### src/rtl/sensor_packet_streamer_pkg.sv
// sensor_packet_streamer_pkg: shared FSM state type, counter widths and frame geometry helpers
package sensor_stream_pkg;
  localparam int SEQ_WIDTH = 32;
  localparam int DROP_CNT_WIDTH = 16;
  typedef enum logic [2:0] {IDLE, CAPTURE, HEADER, SEQ, PAYLOAD} state_e;
  function automatic int pay_words(input int nch, input int spw);
    return (nch + spw - 1) / spw;
  endfunction
  function automatic int frame_words(input int hw, input int nch, input int spw);
    return hw + 1 + pay_words(nch, spw);
  endfunction
  function automatic int eop_empty(input int nch, input int sw, input int spw);
    return ((pay_words(nch, spw) * spw - nch) * sw) / 8;
  endfunction
  function automatic int empty_w(input int dw);
    return (dw / 8 > 1) ? $clog2(dw / 8) : 1;
  endfunction
endpackage

### src/rtl/sensor_packet_streamer_if.sv
// sensor_packet_streamer_if: Avalon-ST transmit link from the packet streamer to the MAC
interface sensor_packet_streamer_if #(
  parameter int DATA_WIDTH = 32,
  parameter int EMPTY_W = 2
);
  logic Tx_Valid_xSO;
  logic [DATA_WIDTH-1:0] Tx_Data_xDO;
  logic Tx_Sop_xSO;
  logic Tx_Eop_xSO;
  logic [EMPTY_W-1:0] Tx_Empty_xSO;
  logic [1:0] Tx_Error_xSO;
  logic Tx_Ready_xSI;
  modport master (
    output Tx_Valid_xSO, Tx_Data_xDO, Tx_Sop_xSO, Tx_Eop_xSO, Tx_Empty_xSO, Tx_Error_xSO,
    input Tx_Ready_xSI
  );
  modport slave (
    input Tx_Valid_xSO, Tx_Data_xDO, Tx_Sop_xSO, Tx_Eop_xSO, Tx_Empty_xSO, Tx_Error_xSO,
    output Tx_Ready_xSI
  );
endinterface

### src/rtl/sensor_packet_streamer_period_timer.sv
// period_timer: down-counter that ticks once every Period cycles while enabled
module period_timer #(
  parameter int PERIOD_WIDTH = 32
) (
  input  logic                    Clock_xCI,
  input  logic                    Reset_xSI,
  input  logic                    Enable_xSI,
  input  logic [PERIOD_WIDTH-1:0] Period_xDI,
  output logic                    Tick_xSO
);
  logic [PERIOD_WIDTH-1:0] cnt_q;
  logic run;
  assign run = Enable_xSI && (Period_xDI != '0);
  assign Tick_xSO = run && (cnt_q == '0);
  // Reload while idle so a fresh enable waits a full period before the first tick
  always_ff @(posedge Clock_xCI) begin
    if (Reset_xSI || !run || cnt_q == '0) cnt_q <= Period_xDI - 1'b1;
    else cnt_q <= cnt_q - 1'b1;
  end
endmodule

### src/rtl/sensor_packet_streamer.sv
// sensor_packet_streamer: snapshots sensor samples and streams header/sequence/payload frames over Avalon-ST
module sensor_packet_streamer
  import sensor_stream_pkg::*;
#(
  parameter int NUM_CHANNELS = 6,
  parameter int SAMPLE_WIDTH = 16,
  parameter int DATA_WIDTH = 32,
  parameter int HEADER_WORDS = 11,
  parameter int PERIOD_WIDTH = 32
) (
  input  logic                                 Clock_xCI,
  input  logic                                 Reset_xSI,
  input  logic                                 Enable_xSI,
  input  logic                                 Periodic_xSI,
  input  logic [PERIOD_WIDTH-1:0]              Period_xDI,
  input  logic                                 Send_Packet_xSI,
  input  logic [HEADER_WORDS*DATA_WIDTH-1:0]   Header_xDI,
  input  logic [NUM_CHANNELS*SAMPLE_WIDTH-1:0] Samples_xDI,
  sensor_packet_streamer_if.master             tx,
  output logic                                 Busy_xSO,
  output logic [SEQ_WIDTH-1:0]                 Seq_xDO,
  output logic [DROP_CNT_WIDTH-1:0]            Dropped_Count_xDO
);
  localparam int SPW = DATA_WIDTH / SAMPLE_WIDTH;
  localparam int PAY = pay_words(NUM_CHANNELS, SPW);
  localparam int FRAME = frame_words(HEADER_WORDS, NUM_CHANNELS, SPW);
  localparam int EOPE = eop_empty(NUM_CHANNELS, SAMPLE_WIDTH, SPW);
  localparam int EMPTY_W = empty_w(DATA_WIDTH);
  localparam int W_W = $clog2(FRAME);
  localparam int PAD_W = PAY * SPW * SAMPLE_WIDTH;

  if (DATA_WIDTH % SAMPLE_WIDTH != 0) begin : g_bad_width
    $error("DATA_WIDTH must be a multiple of SAMPLE_WIDTH");
  end

  state_e state_q;
  logic [W_W-1:0] w_q;
  logic [HEADER_WORDS*DATA_WIDTH-1:0] hdr_q;
  logic [NUM_CHANNELS*SAMPLE_WIDTH-1:0] smp_q;
  logic [SEQ_WIDTH-1:0] snap_q, seq_q;
  logic [DROP_CNT_WIDTH-1:0] drop_q;
  logic send_q, busy_q, valid_q, sop_q, eop_q;
  logic [DATA_WIDTH-1:0] data_q;
  logic [EMPTY_W-1:0] empty_q;

  logic tick, trig, ready, last;
  logic [W_W-1:0] nxt_w;
  state_e nxt_st;
  logic [PAD_W-1:0] smp_pad;
  logic [DATA_WIDTH-1:0] frm [FRAME];

  period_timer #(.PERIOD_WIDTH(PERIOD_WIDTH)) u_timer (
    .Clock_xCI (Clock_xCI),
    .Reset_xSI (Reset_xSI),
    .Enable_xSI(Enable_xSI && Periodic_xSI),
    .Period_xDI(Period_xDI),
    .Tick_xSO  (tick)
  );

  assign ready = tx.Tx_Ready_xSI;
  assign trig = Enable_xSI && ((!Periodic_xSI && Send_Packet_xSI && !send_q) || (Periodic_xSI && tick));
  assign nxt_w = w_q + 1'b1;
  assign last = nxt_w == W_W'(FRAME - 1);
  assign nxt_st = nxt_w < W_W'(HEADER_WORDS) ? HEADER : nxt_w == W_W'(HEADER_WORDS) ? SEQ : PAYLOAD;
  assign smp_pad = PAD_W'(smp_q);

  // Whole frame as a word array; payload lane 0 sits in the MS bits (network order)
  always_comb begin
    frm = '{default: '0};
    for (int i = 0; i < HEADER_WORDS; i++)
      frm[i] = hdr_q[(HEADER_WORDS-1-i)*DATA_WIDTH +: DATA_WIDTH];
    frm[HEADER_WORDS] = DATA_WIDTH'(snap_q);
    for (int p = 0; p < PAY; p++)
      for (int l = 0; l < SPW; l++)
        frm[HEADER_WORDS+1+p][DATA_WIDTH-1-l*SAMPLE_WIDTH -: SAMPLE_WIDTH] =
          smp_pad[(p*SPW+l)*SAMPLE_WIDTH +: SAMPLE_WIDTH];
  end

  always_ff @(posedge Clock_xCI) begin
    if (Reset_xSI) begin
      state_q <= IDLE;
      w_q <= '0;
      hdr_q <= '0;
      smp_q <= '0;
      snap_q <= '0;
      seq_q <= '0;
      drop_q <= '0;
      send_q <= 1'b0;
      busy_q <= 1'b0;
      valid_q <= 1'b0;
      sop_q <= 1'b0;
      eop_q <= 1'b0;
      data_q <= '0;
      empty_q <= '0;
    end else begin
      send_q <= Send_Packet_xSI;
      if (trig && state_q != IDLE && drop_q != '1) drop_q <= drop_q + 1'b1;
      case (state_q)
        IDLE: if (trig) begin
          state_q <= CAPTURE;
          busy_q <= 1'b1;
          hdr_q <= Header_xDI;
          smp_q <= Samples_xDI;
          snap_q <= seq_q;
        end
        CAPTURE: begin
          state_q <= HEADER;
          w_q <= '0;
          valid_q <= 1'b1;
          sop_q <= 1'b1;
          eop_q <= 1'b0;
          empty_q <= '0;
          data_q <= frm[0];
        end
        default: if (valid_q && ready) begin
          if (eop_q) begin
            state_q <= IDLE;
            busy_q <= 1'b0;
            valid_q <= 1'b0;
            sop_q <= 1'b0;
            eop_q <= 1'b0;
            empty_q <= '0;
            data_q <= '0;
            seq_q <= seq_q + 1'b1;
          end else begin
            state_q <= nxt_st;
            w_q <= nxt_w;
            sop_q <= 1'b0;
            eop_q <= last;
            empty_q <= last ? EMPTY_W'(EOPE) : '0;
            data_q <= frm[nxt_w];
          end
        end
      endcase
    end
  end

  assign tx.Tx_Valid_xSO = valid_q;
  assign tx.Tx_Data_xDO = data_q;
  assign tx.Tx_Sop_xSO = sop_q;
  assign tx.Tx_Eop_xSO = eop_q;
  assign tx.Tx_Empty_xSO = empty_q;
  assign tx.Tx_Error_xSO = '0;
  assign Busy_xSO = busy_q;
  assign Seq_xDO = seq_q;
  assign Dropped_Count_xDO = drop_q;
endmodule

### src/flat_wrapper.sv
// flat-port wrapper written by rule: the top's interface ports become plain ports
module sensor_packet_streamer_flat import sensor_stream_pkg::*;
#(
  parameter int NUM_CHANNELS = 6,
  parameter int SAMPLE_WIDTH = 16,
  parameter int DATA_WIDTH = 32,
  parameter int HEADER_WORDS = 11,
  parameter int PERIOD_WIDTH = 32
)
  (Clock_xCI, Reset_xSI, Enable_xSI, Periodic_xSI, Period_xDI, Send_Packet_xSI, Header_xDI, Samples_xDI, Busy_xSO, Seq_xDO, Dropped_Count_xDO, tx_Tx_Valid_xSO, tx_Tx_Data_xDO, tx_Tx_Sop_xSO, tx_Tx_Eop_xSO, tx_Tx_Empty_xSO, tx_Tx_Error_xSO, tx_Tx_Ready_xSI);
  sensor_packet_streamer_if #(.DATA_WIDTH(DATA_WIDTH), .EMPTY_W(2)) tx_i ();
  input  logic Clock_xCI;
  input  logic Reset_xSI;
  input  logic Enable_xSI;
  input  logic Periodic_xSI;
  input  logic [PERIOD_WIDTH-1:0] Period_xDI;
  input  logic Send_Packet_xSI;
  input  logic [HEADER_WORDS*DATA_WIDTH-1:0] Header_xDI;
  input  logic [NUM_CHANNELS*SAMPLE_WIDTH-1:0] Samples_xDI;
  output logic Busy_xSO;
  output logic [SEQ_WIDTH-1:0] Seq_xDO;
  output logic [DROP_CNT_WIDTH-1:0] Dropped_Count_xDO;
  output wire logic [$bits(tx_i.Tx_Valid_xSO)-1:0] tx_Tx_Valid_xSO;
  output wire logic [$bits(tx_i.Tx_Data_xDO)-1:0] tx_Tx_Data_xDO;
  output wire logic [$bits(tx_i.Tx_Sop_xSO)-1:0] tx_Tx_Sop_xSO;
  output wire logic [$bits(tx_i.Tx_Eop_xSO)-1:0] tx_Tx_Eop_xSO;
  output wire logic [$bits(tx_i.Tx_Empty_xSO)-1:0] tx_Tx_Empty_xSO;
  output wire logic [$bits(tx_i.Tx_Error_xSO)-1:0] tx_Tx_Error_xSO;
  input wire logic [$bits(tx_i.Tx_Ready_xSI)-1:0] tx_Tx_Ready_xSI;
  assign tx_Tx_Valid_xSO = tx_i.Tx_Valid_xSO;
  assign tx_Tx_Data_xDO = tx_i.Tx_Data_xDO;
  assign tx_Tx_Sop_xSO = tx_i.Tx_Sop_xSO;
  assign tx_Tx_Eop_xSO = tx_i.Tx_Eop_xSO;
  assign tx_Tx_Empty_xSO = tx_i.Tx_Empty_xSO;
  assign tx_Tx_Error_xSO = tx_i.Tx_Error_xSO;
  assign tx_i.Tx_Ready_xSI = tx_Tx_Ready_xSI;
  sensor_packet_streamer #(.NUM_CHANNELS(NUM_CHANNELS), .SAMPLE_WIDTH(SAMPLE_WIDTH), .DATA_WIDTH(DATA_WIDTH), .HEADER_WORDS(HEADER_WORDS), .PERIOD_WIDTH(PERIOD_WIDTH)) u_core (.Clock_xCI(Clock_xCI), .Reset_xSI(Reset_xSI), .Enable_xSI(Enable_xSI), .Periodic_xSI(Periodic_xSI), .Period_xDI(Period_xDI), .Send_Packet_xSI(Send_Packet_xSI), .Header_xDI(Header_xDI), .Samples_xDI(Samples_xDI), .tx(tx_i), .Busy_xSO(Busy_xSO), .Seq_xDO(Seq_xDO), .Dropped_Count_xDO(Dropped_Count_xDO));
endmodule
### config.mk
export PLATFORM = sky130hd
export DESIGN_NAME = sensor_packet_streamer_flat
export DESIGN_NICKNAME = d
export VERILOG_FILES = /design/src/rtl/sensor_packet_streamer_pkg.sv /design/src/rtl/sensor_packet_streamer_if.sv /design/src/rtl/sensor_packet_streamer_period_timer.sv /design/src/rtl/sensor_packet_streamer.sv /design/src/flat_wrapper.sv
export SDC_FILE = /design/constraint.sdc
export NUM_CORES = 1
export LEC_CHECK = 0
export CAP_MARGIN = 20
export CORE_MARGIN = 8
export CORE_UTILIZATION = 55
export CTS_BUF_LIST = sky130_fd_sc_hd__clkbuf_4 sky130_fd_sc_hd__clkbuf_8 sky130_fd_sc_hd__clkbuf_16
export CTS_CLUSTER_SIZE = 16
export DETAILED_ROUTE_END_ITERATION = 16
export HOLD_SLACK_MARGIN = 0.05
export PLACE_DENSITY = 0.92
export SETUP_SLACK_MARGIN = 0.05
export SYNTH_ARGS = -nofsm -noshare
export SYNTH_HDL_FRONTEND = slang
export SYNTH_SLANG_ARGS = --single-unit
### constraint.sdc
create_clock -name Clock_xCI -period 13 [get_ports Clock_xCI]
set_clock_uncertainty 0.2 [all_clocks]
set_input_delay 2.6 -clock Clock_xCI [delete_from_list [all_inputs] [get_ports Clock_xCI]]
set_output_delay 2.6 -clock Clock_xCI [all_outputs]
set_load 0.05 [all_outputs]
==> run metrics, run 1 <==
CTS clk-pin slew, worst paths 0.07 ns; Worst Hold Margin 0.2532 ns; Placer Congestion just over 0.9; die height 234.1 um; Leak Pwr 11.89 nW; initial antenna violation count 33; final critical-path share of the clock period a little under three fifths; Worst Hold Launch u_core.hdr_q[310]$_SDFFE_PP0P_; #FFs+latches synth slightly above 600; Main synth FF type dfxtp_1; Setup-failing EPs final 0; hold buffer count at cts 0; post-synthesis cell count a little over 3k; Root Driver clkbuf_16; num ports roughly 570; Final nets 3989; max cap viols 0; Sink Count 604; Setup Buffers After CTS 0; CTS resizes 0; Ys Warns 0; Final Hold Fails 0; largest net degree at the start of global routing 210; die area 0.05478 mm^2; post-synthesis mux area share 13.47%; register area share after synthesis 46.23%; switching power ~1 mW; vias per inst 5.979; Worst Setup End Kind register; status finished, final reports clean; Yosys cell types between 50 and 60; final core utilization 71.96%; Routed Antenna Nets 0; number of enable flip-flop cells after synthesis 0; crit path time final 7.311 ns; fin cells 4182; # port buffers 569; compound-cell area share of the yosys netlist 11.97%; Slew HR 25.88%; CTS tree done; kind of launch point of the worst setup path primary input; unrepaired setup endpoints after global routing no; htree depth 2; Peak VDD IR 122.0 uV; Required @ worst endpoint 13.35 ns; worst hold path class reg -> reg; fmax around 140 MHz; total power 4.181 mW; CP Max Fanout 108; DRC Markers 0; First-pass DRT Iterations 5; CTS buffer count 60; switch share 23.44%; fillers 3275; Syn Area/Cell around 8.5 um^2; clk buf depth 3; Synth Area in XOR/XNOR 2.579%; Reg2Reg Launch Point u_core.u_timer.cnt_q[1]$_DFF_P_; power share of the combinational group 9.1%; clock latency on the worst-skew pair around 0.63 ns; grt total ovfl 0; Routed Wire Length slightly below 100000 um; # rows 80; async set-reset flop share out of synthesis 0%; Starting Density 55.24%; worst-margin pin slew 1.112 ns; global-route wire length before repair ~140000 um; Inst Count DP ~4.0k; Worst Hold Depth 2; largest family of logic cells by synthesized area simple AND/OR/NAND/NOR gates; clock share of power between 40% and 50%; adder and majority gate portion of the synthesized area 0.2871%; Critical Path AT ~7.7 ns; layout cells sized above 1 7.988%; TNS Setup 0 ns; Simple-Gate Fraction of Synth Area 21.29%; Mapped Area 0.02615 mm^2; most common cell after layout, fill and taps aside nand2_1; sequential power share 46.4%; Internal 3.201 mW; post-DP HPWL 67290 um; P per Cell Area between 100 and 150 mW/mm^2; Detailed Route Iter0 Violations 2652; Core ar. ~0.047 mm^2; count of pins over their slew limit 0; Crit Path Class in -> reg; reg-to-reg endpoint u_core.hdr_q[133]$_SDFFE_PP0P_; GRT Total Usage 33.92%; vias in the first global route 24.49k; Area growth, synth to finish 30.27%; R2R cell count 9; die width 234.1 um; Via Count approximately 25k; hold endpoint u_core.hdr_q[310]$_SDFFE_PP0P_; reg-to-reg slack, setup 7.23 ns; routed wire length per instance 23.17 um; commonest non-fill, non-tap cells in the layout nand2_1 (1013), dfxtp_1 (603), clkdlybuf4s50_1 (568)
layer usage:
metal | share of wire, % | GRT usage, % | vias up
li1 | - | - | 11360
met1 | 36 | 39.21 | 11990
met2 | 47 | 55.31 | 1314
met3 | 9.4 | 8.734 | 324
met4 | 7.0 | 22.58 | 20
met5 | 0.13 | 0 | -
worst max-delay path, cell delays in order:
cell,delay (ns)
clkdlybuf4s50_1,0.45
nor4_1,0.73
nand4_1,0.35
or4_1,0.76
a31oi_1,0.38
nand3b_1,0.19
buf_4,0.77
buf_4,0.94
nand2_1,0.15
a21oi_1,0.23
stage by stage:
| step | instance area [um^2] | setup WS, ns |
|---|---|---|
| finish | 34070 | 5.689 |
| global route | 34040 | 5.342 |
| CTS | 33970 | 5.743 |
| detailed placement | 31850 | 5.117 |
| global placement | 31850 | 5.315 |
| floorplan | 26160 | 6.110 |
layout make-up:
| class | instances | area, um^2 | area share [%] |
|---|---|---|---|
| multi-input cells | 2226 | 13040 | 38.27 |
| flip-flops and latches | 604 | 12100 | 35.50 |
| repair buffers | 597 | 5956 | 17.48 |
| clock buffers | 81 | 1740 | 5.109 |
| well taps | 615 | 769.5 | 2.259 |
| clock inverters | 27 | 379.1 | 1.113 |
| diodes | 24 | 60.06 | 0.1763 |
| inverters | 8 | 30.03 | 0.08814 |
cell usage after synthesis (4+ instances only):
cell	instances	area (um^2)
nor2_1	115	431.7
nor4_1	33	206.5
mux4_2	128	2883
or3_1	17	106.4
buf_4	7	52.55
ha_1	6	75.07
buf_1	15	56.30
nand3_1	53	265.3
inv_1	8	30.03
nor3_1	48	240.2
nand4_1	23	143.9
o21ai_0	41	205.2
or4_1	5	37.54
o21a_1	4	30.03
nand2_1	1013	3802
xor2_1	43	376.6
mux2i_1	59	590.6
nor2b_1	7	43.79
o21ai_1	7	35.03
a221oi_1	19	166.4
and4_1	5	43.79
a21oi_1	511	2557
and3_1	9	56.30
buf_2	69	345.3
xnor2_1	34	297.8
clkbuf_1	157	589.3
dfxtp_1	604	12090
how the worst max path moves through the flow:
stage | startpoint | endpoint | slack (ns) | depth (start not counted)
detailed placement | Period_xDI[1] | u_core.u_timer.cnt_q[26]$_DFF_P_ | 5.12 | 14
finish | Period_xDI[1] | u_core.hdr_q[167]$_SDFFE_PP0P_ | 5.69 | 10
CTS | Period_xDI[1] | u_core.u_timer.cnt_q[26]$_DFF_P_ | 5.74 | 14
global route | Period_xDI[1] | u_core.hdr_q[167]$_SDFFE_PP0P_ | 5.34 | 10
global placement | Period_xDI[1] | u_core.u_timer.cnt_q[24]$_DFF_P_ | 5.32 | 14
floorplan | Period_xDI[17] | u_core.u_timer.cnt_q[30]$_DFF_P_ | 6.11 | 18
state kept, by name, summed over array words and instances, names as in the netlist:
register and count:
u_core.smp_pad 96, u_core.state_q 3, u_core.tx.Tx_Eop_xSO 1, u_core.tx.Tx_Valid_xSO 1
u_core.send_q 1, u_core.hdr_q 352, u_core.tx.Tx_Data_xDO 32, u_core.w_q 4
u_core.Dropped_Count_xDO 16, u_core.tx.Tx_Sop_xSO 1, u_core.snap_q 32, u_core.Busy_xSO 1
u_core.u_timer.cnt_q 32, u_core.Seq_xDO 32
cells by family (layout without fill, tap and decap cells):
group	count (synthesis)	after routing
AND/OR/NAND/NOR	1350	1350
flip-flops	604	604
other	1	28
multiplexers	191	191
adder cells (fa/ha/maj)	6	6
AO/OA/AOI/OAI	598	598
XOR/XNOR	77	77
buffers and inverters	257	713
power by group through the flow:
| stage | logic (mW) | registers [mW] | clock network (mW) |
|---|---|---|---|
| finish | 0.382 | 1.94 | 1.86 |
| global route | 0.406 | 1.94 | 1.95 |
| CTS | 0.377 | 1.94 | 1.87 |
| detailed placement | 0.372 | 1.98 | 0 |
| global placement | 0.367 | 1.97 | 0 |
| floorplan | 0.156 | 1.98 | 0 |
Note: power is estimated with default switching activity, not from simulation.
==> run 2: changes to the inputs <==
CORE_UTILIZATION = 51   (was 55)
PLACE_DENSITY = 0.86   (was 0.92)
clock period = 6.85 ns   (was 13 ns; I/O delays follow)
==> run 2 against run 1 <==
  * Global-route usage fell by 3.3 points
  * Final cell count rose by 1.9%
  * First-iteration DRC count fell by 18%
  * Total power rose by 94%
  * Sequential power rose by 90%
  * Combinational power rose by 89%
  * Non-clock buffer count rose by 9
  * Critical path type unchanged
  * Largest power group is now clock
==> run metrics, run 2 (synthesis gave the netlist of run 1 again) <==
status finished, final reports clean (unchanged); CP Max Fanout 8 (was 108); max cap viols 0 (unchanged); Placer Congestion 0.8881 (was 0.9156); Via Count 24.44k (was 25.00k); Post-Layout Inst Area 0.03444 mm^2 (was 0.03407 mm^2); layout cells sized above 1 8.478% (was 7.988%); R2R cell count 15 (was 9); Area after DPL 0.03207 mm^2 (was 0.03185 mm^2); crit path time final between 5 and 6 ns; # rows 83 (was 80); Leak Pwr 12.04 nW (was 11.89 nW); initial antenna violation count 26 (was 33); Area growth, synth to finish 31.71% (was 30.27%); CTS clk-pin slew, worst paths 0.06 ns (was 0.07 ns); Final Hold Fails 0 (unchanged); hold endpoint u_core.hdr_q[166]$_SDFFE_PP0P_ (was u_core.hdr_q[310]$_SDFFE_PP0P_); Required @ worst endpoint 7.13 ns (was 13.35 ns); CTS tree done (unchanged); Worst Setup End Kind register (unchanged); commonest non-fill, non-tap cells in the layout nand2_1 (1013), dfxtp_1 (603), clkdlybuf4s50_1 (568) (unchanged); die area 0.05878 mm^2 (was 0.05478 mm^2); htree depth 3 (was 2); worst-margin pin slew 1.192 ns (was 1.112 ns); hold buffer count at cts 0 (unchanged); Sink Count 604 (unchanged); die height 242.5 um (was 234.1 um); Reg2Reg Launch Point u_core.u_timer.cnt_q[1]$_DFF_P_ (unchanged); worst hold path class reg -> reg (unchanged); fin cells 4260 (was 4182); vias in the first global route 23.95k (was 24.49k); fmax 171.2 MHz; TNS Setup 0 ns (unchanged); max reg flops 352 (unchanged); Detailed Route Iter0 Violations 2173 (was 2652); Crit Path Class in -> reg (unchanged); Worst Hold Depth 2 (unchanged); GRT Total Usage 30.61% (was 33.92%); kind of launch point of the worst setup path primary input (unchanged); Starting Density 51.29% (was 55.24%); cells along the critical path clkdlybuf4s50_1 > nor4_1 > nand4_1 > or4_1 > nand2b_1 > mux2i_1 > ha_1 > nand4_1 > or4_1 > mux2i_1 > mux2i_1 > buf_4 > nor4_1 > xnor2_1 > mux2i_1 (was clkdlybuf4s50_1 > nor4_1 > nand4_1 > or4_1 > a31oi_1 > nand3b_1 > buf_4 > buf_4 > nand2_1 > a21oi_1); Routed Antenna Nets 0 (unchanged); Routed Wire Length 94390 um (was 96890 um); Final nets 4004 (was 3989); CTS buffer count 66 (was 60); # port buffers 569 (unchanged); Setup Buffers After CTS 0 (unchanged); Biggest register u_core.hdr_q (unchanged); final critical-path share of the clock period between 80% and 90%; unrepaired setup endpoints after global routing no (unchanged); reg-to-reg endpoint u_core.u_timer.cnt_q[26]$_DFF_P_ (was u_core.hdr_q[133]$_SDFFE_PP0P_); Critical Path AT 6.12 ns (was 7.66 ns); Peak VDD IR 206.2 uV (was 122.0 uV); Slew HR 20.51% (was 25.88%); Worst Hold Launch u_core.hdr_q[166]$_SDFFE_PP0P_ (was u_core.hdr_q[310]$_SDFFE_PP0P_); most common cell after layout, fill and taps aside nand2_1 (unchanged); post-DP HPWL 67410 um (was 67290 um); Setup-failing EPs final 0 (unchanged); clk buf depth 3 (unchanged); grt total ovfl 0 (unchanged); largest net degree at the start of global routing 236 (was 210); max incr delay on CP 0.69 ns (was 0.94 ns); Worst Hold Margin 0.2509 ns (was 0.2532 ns); vias per inst 5.738 (was 5.979); Root Driver clkbuf_16 (unchanged); num ports 574 (unchanged); Crit-path slowest cell nor4_1 (was buf_4); P per Cell Area 235.9 mW/mm^2 (was 122.7 mW/mm^2); family with the most delay on the worst path simple AND/OR/NAND/NOR gates (unchanged); Core ar. 0.05099 mm^2 (was 0.04735 mm^2); CP dominant cell by count mux2i_1 (was buf_4); Inst Count DP 4123 (was 4048); die width 242.5 um (was 234.1 um); routed wire length per instance 22.16 um (was 23.17 um); reg-to-reg slack, setup 1.43 ns (was 7.23 ns); buffers and inverters on the worst path 2 (was 3); clock latency on the worst-skew pair 0.60 ns (was 0.63 ns); CTS resizes 0 (unchanged); count of pins over their slew limit 0 (unchanged); DRC Markers 0 (unchanged); global-route wire length before repair 140800 um (was 142200 um); First-pass DRT Iterations 5 (unchanged)
## run 2: changes by cell type in the layout (fill, tap and decap cells not counted), moves of 3 or more
| cell | before | now |
|---|---|---|
| clkbuf_8 | 13 | 18 |
| buf_12 | 2 | 8 |
| clkbuf_16 | 60 | 67 |
| buf_4 | 25 | 29 |
| clkbuf_4 | 8 | 14 |
| clkinv_2 | 12 | 3 |
| diode_2 | 24 | 18 |
| bufinv_16 | 8 | 5 |
## run 2: tightest hold or removal path: stages, from the launching register on
cell and delay, ns:
dfxtp_1 0.30, nand2_1 0.05, a21oi_1 0.05
## run 2: metal layers
metal | wire length [um] | global-route usage, %
met3 | 7930 | 8.245
met1 | 36440 | 36.87
met4 | 4919 | 16.34
met2 | 45020 | 49.67
met5 | 80 | 0
## run 2: metrics by stage
step                total power, mW  utilization, %  setup WS (ns)
finish                        8.126           67.55          1.009
global route                  8.373           67.53         0.7581
CTS                           8.156           67.42          1.175
detailed placement            4.462           62.90         0.5545
global placement              4.450           62.89         0.6087
floorplan                     4.048               -          1.190
## run 2: worst max path at each step
| stage | start | end | slack, ns | cells after the start |
|---|---|---|---|---|
| detailed placement | Period_xDI[0] | u_core.u_timer.cnt_q[26]$_DFF_P_ | 0.55 | 15 |
| global route | Period_xDI[1] | u_core.u_timer.cnt_q[24]$_DFF_P_ | 0.76 | 15 |
| global placement | Period_xDI[16] | u_core.u_timer.cnt_q[24]$_DFF_P_ | 0.61 | 14 |
| finish | Period_xDI[0] | u_core.u_timer.cnt_q[26]$_DFF_P_ | 1.01 | 15 |
| CTS | Period_xDI[16] | u_core.u_timer.cnt_q[26]$_DFF_P_ | 1.18 | 15 |
| floorplan | Period_xDI[17] | u_core.u_timer.cnt_q[30]$_DFF_P_ | 1.19 | 18 |
## run 2: area by class of cell
cell class	instances	area [um^2]
Tap cell	680	850.8
Fill cell	3940	16550
Timing Repair Buffer	606	6078
Multi-Input combinational cell	2226	13040
Inverter	8	30.03
Clock buffer	99	2029
Antenna cell	18	45.04
Sequential cell	604	12100
Clock inverter	19	276.5
## run 2: power breakdown
part	total [mW]	internal [mW]	switching (mW)	leakage, nW
Sequential	3.68	3.61	0.0631	4.90
Clock	3.73	2.25	1.47	1.15
Combinational	0.723	0.381	0.343	5.99
Total	8.13	6.25	1.88	12.0
